$ cat src/rtl/cla_sub_seq_64_pkg.sv
// Shared parameters, index-width helper and FSM state type for the sequential
// 64-bit CLA subtractor.
package cla_sub_seq_64_pkg;

  localparam int unsigned WIDTH_DEF = 64;
  localparam int unsigned SLICE_DEF = 16;
  localparam int unsigned NSLICE    = WIDTH_DEF / SLICE_DEF;

  // Keep at least one bit so a single-slice build still has a legal index.
  function automatic int unsigned idx_width(input int unsigned n);
    return (n > 1) ? $clog2(n) : 1;
  endfunction

  localparam int unsigned IDX_W = idx_width(NSLICE);

  typedef enum logic [1:0] {StIdle, StBusy, StDone} state_e;

endpackage

$ cat src/rtl/cla_sub_slice.sv
// One combinational SLICE-bit carry-lookahead stage computing a + ~b + cin.
module cla_sub_slice #(
  parameter int unsigned SLICE = 16
) (
  input  logic [SLICE-1:0] a,
  input  logic [SLICE-1:0] b,
  input  logic             cin,
  output logic [SLICE-1:0] sum,
  output logic             cout
);

  logic [SLICE-1:0] p, g;
  logic [SLICE:0]   c;

  assign p = a ^ ~b;
  assign g = a & ~b;

  // Parallel-prefix group generate/propagate; bit i ends up covering [i:0].
  always_comb begin
    logic [SLICE-1:0] gk, pk, gn, pn;
    gk = g;
    pk = p;
    gn = g;
    pn = p;
    for (int d = 1; d < int'(SLICE); d = d * 2) begin
      gn = gk;
      pn = pk;
      for (int i = d; i < int'(SLICE); i++) begin
        gn[i] = gk[i] | (pk[i] & gk[i-d]);
        pn[i] = pk[i] & pk[i-d];
      end
      gk = gn;
      pk = pn;
    end
    c[0] = cin;
    for (int i = 0; i < int'(SLICE); i++) begin
      c[i+1] = gk[i] | (pk[i] & cin);
    end
  end

  assign sum  = p ^ c[SLICE-1:0];
  assign cout = c[SLICE];

endmodule

$ cat src/rtl/cla_sub_seq_64.sv
// Multi-cycle subtractor: diff = a - b - bin, one CLA slice per clock behind a
// valid/ready handshake on both sides.
module cla_sub_seq_64
  import cla_sub_seq_64_pkg::*;
#(
  parameter int unsigned WIDTH = WIDTH_DEF,
  parameter int unsigned SLICE = SLICE_DEF
) (
  input  logic             clk,
  input  logic             rst,
  input  logic             in_valid,
  output logic             in_ready,
  input  logic [WIDTH-1:0] a,
  input  logic [WIDTH-1:0] b,
  input  logic             bin,
  output logic             out_valid,
  input  logic             out_ready,
  output logic [WIDTH-1:0] diff_r,
  output logic             bout_r,
  output logic             eq_r
);

  localparam int unsigned NS = WIDTH / SLICE;
  localparam int unsigned IW = idx_width(NS);

  state_e           state_q, state_d;
  logic [WIDTH-1:0] a_q, b_q;
  logic             c_q, z_q;
  logic [IW-1:0]    idx_q;
  logic [31:0]      base;
  logic [SLICE-1:0] a_sl, b_sl, sum;
  logic             cout, last;

  assign base = 32'(idx_q) * SLICE;
  assign a_sl = a_q[base +: SLICE];
  assign b_sl = b_q[base +: SLICE];
  assign last = (idx_q == IW'(NS - 1));

  cla_sub_slice #(
    .SLICE(SLICE)
  ) u_slice (
    .a   (a_sl),
    .b   (b_sl),
    .cin (c_q),
    .sum (sum),
    .cout(cout)
  );

  always_comb begin
    state_d = state_q;
    unique case (state_q)
      StIdle: if (in_valid) state_d = StBusy;
      StBusy: if (last) state_d = StDone;
      StDone: if (out_ready) state_d = StIdle;
      default: state_d = StIdle;
    endcase
  end

  assign in_ready  = (state_q == StIdle);
  assign out_valid = (state_q == StDone);

  always_ff @(posedge clk or posedge rst) begin
    if (rst) begin
      state_q <= StIdle;
      a_q     <= '0;
      b_q     <= '0;
      c_q     <= 1'b0;
      z_q     <= 1'b0;
      idx_q   <= '0;
      diff_r  <= '0;
      bout_r  <= 1'b0;
      eq_r    <= 1'b0;
    end else begin
      state_q <= state_d;
      if (state_q == StIdle && in_valid) begin
        a_q   <= a;
        b_q   <= b;
        c_q   <= ~bin;
        idx_q <= '0;
        z_q   <= 1'b1;
      end
      if (state_q == StBusy) begin
        diff_r[base +: SLICE] <= sum;
        c_q   <= cout;
        z_q   <= z_q & ~|sum;
        idx_q <= idx_q + IW'(1);
        // Outputs other than diff_r only change once the whole word is known.
        if (last) begin
          bout_r <= ~cout;
          eq_r   <= z_q & ~|sum;
        end
      end
    end
  end

endmodule

$ cat config.mk
export PLATFORM = sky130hd
export DESIGN_NAME = cla_sub_seq_64
export DESIGN_NICKNAME = d
export VERILOG_FILES = /design/src/rtl/cla_sub_seq_64_pkg.sv /design/src/rtl/cla_sub_slice.sv /design/src/rtl/cla_sub_seq_64.sv
export SDC_FILE = /design/constraint.sdc
export NUM_CORES = 1
export LEC_CHECK = 0
export ABC_AREA = 1
export CAP_MARGIN = 40
export CORE_ASPECT_RATIO = 1.1
export CORE_UTILIZATION = 56
export CTS_CLUSTER_SIZE = 10
export DETAILED_ROUTE_END_ITERATION = 10
export PLACE_DENSITY = 0.9
export SYNTH_ARGS = -nofsm -noshare
export SYNTH_HDL_FRONTEND = slang
export SYNTH_SLANG_ARGS = --single-unit
$ cat constraint.sdc
create_clock -name clk -period 11.8 [get_ports clk]
set_clock_uncertainty 0.1 [all_clocks]
set_input_delay 2.95 -clock clk [delete_from_list [all_inputs] [get_ports clk]]
set_output_delay 2.95 -clock clk [all_outputs]
set_load 0.02 [all_outputs]
### Word-level counts from Yosys, hierarchy flattened

Index checks and enable logic that the tools add are counted.
Widths: inputs -> output; s select.

* input bits: 133
* output and inout bits: 68
* register bits: 200
* word-level logic and storage cells: 225

* reductions and logical operators: 7
* add/subtract/negate cells: 2
* shift operators: 4
* equal/unequal tests: 6
* multiplexer cells: 11
* bitwise gates (word level): 186

Operators by type and width (count)
* $shiftx 64x7->16: 2
* $and 1x1->1: 115
* $or 1x1->1: 65
* $bwmux 64: 1
* $shift 16x34->64 const A: 1
* $shiftx 16x34->64: 1
* $neg 6->34: 1
* $xor 16x16->16: 2
* $and 16x16->16: 1
* $not 16->16: 1
* $reduce_or 16->1: 1
* $mux 2: 5
* $pmux 2 s3: 1
* $eq 2x2->1 const B: 2
* $mux 1: 4
* $ne 2x2->1 const B: 2
* $reduce_and 3->1: 1
* $add 2x1->2 const B: 1
* $eq 2x1->1 const B: 1
* $logic_not 2->1: 1
* $ne 2x1->1 const B: 1
* $not 1->1: 2
* $reduce_and 2->1: 1
* $reduce_bool 2->1: 1
* other kinds (2): 2

### Depth between registers and ports, before layout

* word-level depth: 16
* depth in mapped cells: 21
* depth with buffers taken out: 18

### Modules after synthesis

From an unflattened synthesis, not the netlist that was laid out.

* cell total of the unflattened synthesis: 1271
* area total of the unflattened synthesis: 9795.6 um2

By module, submodules not included
* cla_sub_seq_64: cells an instance 1049, area an instance 8667.1 um2, seq. area each 5004.8 um2, instances 1
* cla_sub_slice: cells an instance 222, area an instance 1128.6 um2, seq. area each 0.0 um2, instances 1

### Least setup slack after synthesis

No wires, ideal clock.

* path type: input to register
* from: in in_valid
* to: reg state_q[0]
* data required time: 11.558 ns
* path slack: 7.854 ns
* setup time: 0.142 ns
* stages on the path: 4
* buffers on the path: 2
* arrival: 3.704 ns
* path through: nand2_1 -> clkbuf_1 -> clkbuf_1 -> o21ai_0

* longest elaborated chain between the ends: 2

RTL lines
* start, declared: RTL line cla_sub_seq_64.sv:11 `input logic in_valid,`
* $ne 2x2->1 (no line)
* $reduce_and 3->1 (no line)
* end signal, assigned: RTL line cla_sub_seq_64.sv:64 `state_q <= StIdle;`
* end signal, assigned: RTL line cla_sub_seq_64.sv:74 `state_q <= state_d;`
* end, declared: RTL line cla_sub_seq_64.sv:26 `state_e state_q, state_d;`

No other way between the ends.
A chain may end at the register's enable or synchronous reset.

### Worst setup path in the final report

* from: reg state_q[1]
* to: out in_ready

* longest elaborated chain between the ends: 1

RTL lines
* $logic_not 2->1: RTL line cla_sub_seq_64.sv:59 `assign in_ready = (state_q == StIdle);`
* end, declared: RTL line cla_sub_seq_64.sv:12 `output logic in_ready,`

No other way between the ends.

==> out/metrics.csv <==
metric;value;unit
clock transition at the registers of the reported paths;0.07;ns
first-pass detailed-route iteration total;6;
Num CTS Buffers;17;
CTS tree;yes;
Slowest-stage cell, CP;clkdlybuf4s50_1;
clock buffer depth;2;
worst setup margin;7.01;ns
crit-path cells;nor2_1 -> clkdlybuf4s50_1;
Vias/cell;5.60;
Yosys reg bits;200;
register area share after synthesis;0.514;
vias in the first global route;8753;
drt initial violations;962;
Setup crit end kind;output port;
most frequent cells in the layout;574 x nand2_1, 200 x clkdlybuf4s50_1, 199 x dfrtp_1;
library cells used by synthesis;35;
pwr/cell area;354;mW/mm2
final-report setup violation count;0;
VDD IR max;0.186;mV
post-synth top area share;0.514;
max-slew violations;0;
setup TNS;0;ns
first-pass GRT wire length;44.2;mm
worst skew pair latency;0.44;ns
postcts setup bufs;0;
Post-CTS Resized;0;
status;completed;
CP bufs+invs;1;
Post-Syn Area per Cell;7.83;um2
Detail Route Antenna Nets;0;
top post-synthesis cells by area;dfrtp_1 51%, nand2_1 22%, o21ai_0 5.8%;
Worst slew margin;0.380;
RSZ-0062 raised after global routing;false;
Cells after Synth;1243;
most common cell after layout, fill and taps aside;nand2_1;
Worst R2R Start;idx_q[1]$_DFFE_PP0P_;
metal1 wirelength;11.1;mm
Sink Count;200;
uppermost layer routed;met4;
min Tclk post-route;4.79;ns
Setup crit start;state_q[1]$_DFFE_PP0P_;
Yosys top cell by area;dfrtp_1;
P&R area growth vs syn;29.1;%
Final Hold Fails;0;
Wirelength per Cell;16.6;um
worst slack, placed;7.03;ns
dpl hpwl;19.2;mm
Port Buf Inserts;200;
share of post-route cells with drive strength above 1;0.0457;
Die Wd;128;um
GRT overflow;0;
met3 routed WL;2.22;mm
initial core utilization;0.572;
HP Start;a_q[27]$_DFFE_PP0P_;
largest net degree at the start of global routing;127;
Die Area;0.0179;mm2
cts hold-fix bufs;0;
total power;4.45;mW
H-tree levels;4;
fin crit share;0.406;
CP max FO;3;
Post-Synthesis Cell Area;0.00973;mm2
required time of the critical path;8.75;ns
Max-Cap Viols;0;
delay-heaviest family, CP;buffers and inverters;
Placer Congestion;0.893;
Slew @ Worst Pin;0.929;ns
Ys Warns;0;
Static Leakage;6.18;nW
vias;9266;
final WL;27.4;mm
Remaining DRCs;0;
routed wl met2;12.8;mm
Root Buffer;clkbuf_16;
f_max;0.209;GHz
Synth Net Count;1400;
CORE AREA;0.0170;mm2
# IOs;201;
Global Route Usage Sum;0.320;
Diodes inserted;0;
CP max stage delay;0.66;ns
initial antenna violation count;0;
worst hold path type;register to register;
row count;50;
Setup CP Type;register to output port;
crit path launch type;register;
crit path DAT;1.74;ns
Final #Nets;1565;
Die Height;140;um
synthesized netlist by cell type (all sizes together):
master	count
nand2	581
o31ai	14
clkbuf	41
o21ai	117
nor2	59
o22ai	16
or2	1
nor3	2
dfrtp	200
a21oi	31
buf	23
a22o	3
inv	60
a32o	15
nand4	16
xnor2	1
nand3b	5
o21bai	3
fa	1
a32oi	2
clkinv	2
and2	1
nand3	25
nor4	1
ha	23
stage by stage:
stage	std cells	area (um2)	util	hold WS, ns
after floorplan	1243	9730	-	0.344
after global placement	1619	11800	0.695	0.358
after detailed placement	1623	11900	0.701	0.360
after CTS	1655	12600	0.738	0.382
after global routing	1655	12600	0.738	0.396
final	1655	12600	0.738	0.380
final timing paths:
| kind | to | slack [ns] | cells after the start |
|---|---|---|---|
| setup / recovery | in_ready | 7.01 | 2 |
| max in group asynchronous | diff_r[20]$_DFFE_PP0P_ | 7.60 | 4 |
| setup reg to reg | eq_r$_DFFE_PP0P_ | 7.47 | 15 |
| min in group asynchronous | state_q[1]$_DFFE_PP0P_ | 2.97 | 2 |
| hold / removal | a_q[27]$_DFFE_PP0P_ | 0.38 | 2 |
| hold reg to reg | a_q[27]$_DFFE_PP0P_ | 0.38 | 2 |
per-layer routing:
layer / global-route usage / vias up
met5: 0 / -
met4: 0.159 / 0
met3: 0.0665 / 101
met2: 0.503 / 518
met1: 0.424 / 4298
li1: - / 4349
worst min-delay path, stage by stage, from the launching register on:
cell and delay (ns):
dfrtp_1 0.35, nand2_1 0.05, nand2_1 0.05
sequential cells by signal (all words and copies together) (netlist names):
signal   count
a_q         64
b_q         64
bout_r       1
c_q          1
diff_r      64
eq_r         1
idx_q        2
state_q      2
z_q          1
power by group:
part | internal (mW) | switching [mW] | leakage [nW] | total, mW
sequential | 0.979 | 0.180 | 2.56 | 1.16
clock | 0.358 | 0.265 | 0.300 | 0.623
combinational | 0.869 | 1.79 | 3.31 | 2.66
cell type report:
| type | instances | area [um2] |
|---|---|---|
| Inverter | 62 | 243 |
| Clock buffer | 19 | 433 |
| Multi-Input combinational cell | 917 | 4240 |
| Fill cell | 1248 | 4450 |
| Sequential cell | 200 | 5010 |
| Timing Repair Buffer | 210 | 2160 |
| Tap cell | 234 | 293 |
| Clock inverter | 13 | 195 |
cells by family after synthesis:
| logic type | after synthesis | synth area share |
|---|---|---|
| adders and majority gates | 24 | 0.0316 |
| DFF | 200 | 0.514 |
| and+or+nand+nor | 691 | 0.282 |
| xor gates and xnor gates | 1 | 0.000900 |
| AOI/OAI and AO/OA | 201 | 0.121 |
| buffers and inverters | 126 | 0.0512 |
(Power assumes the default switching activity.)
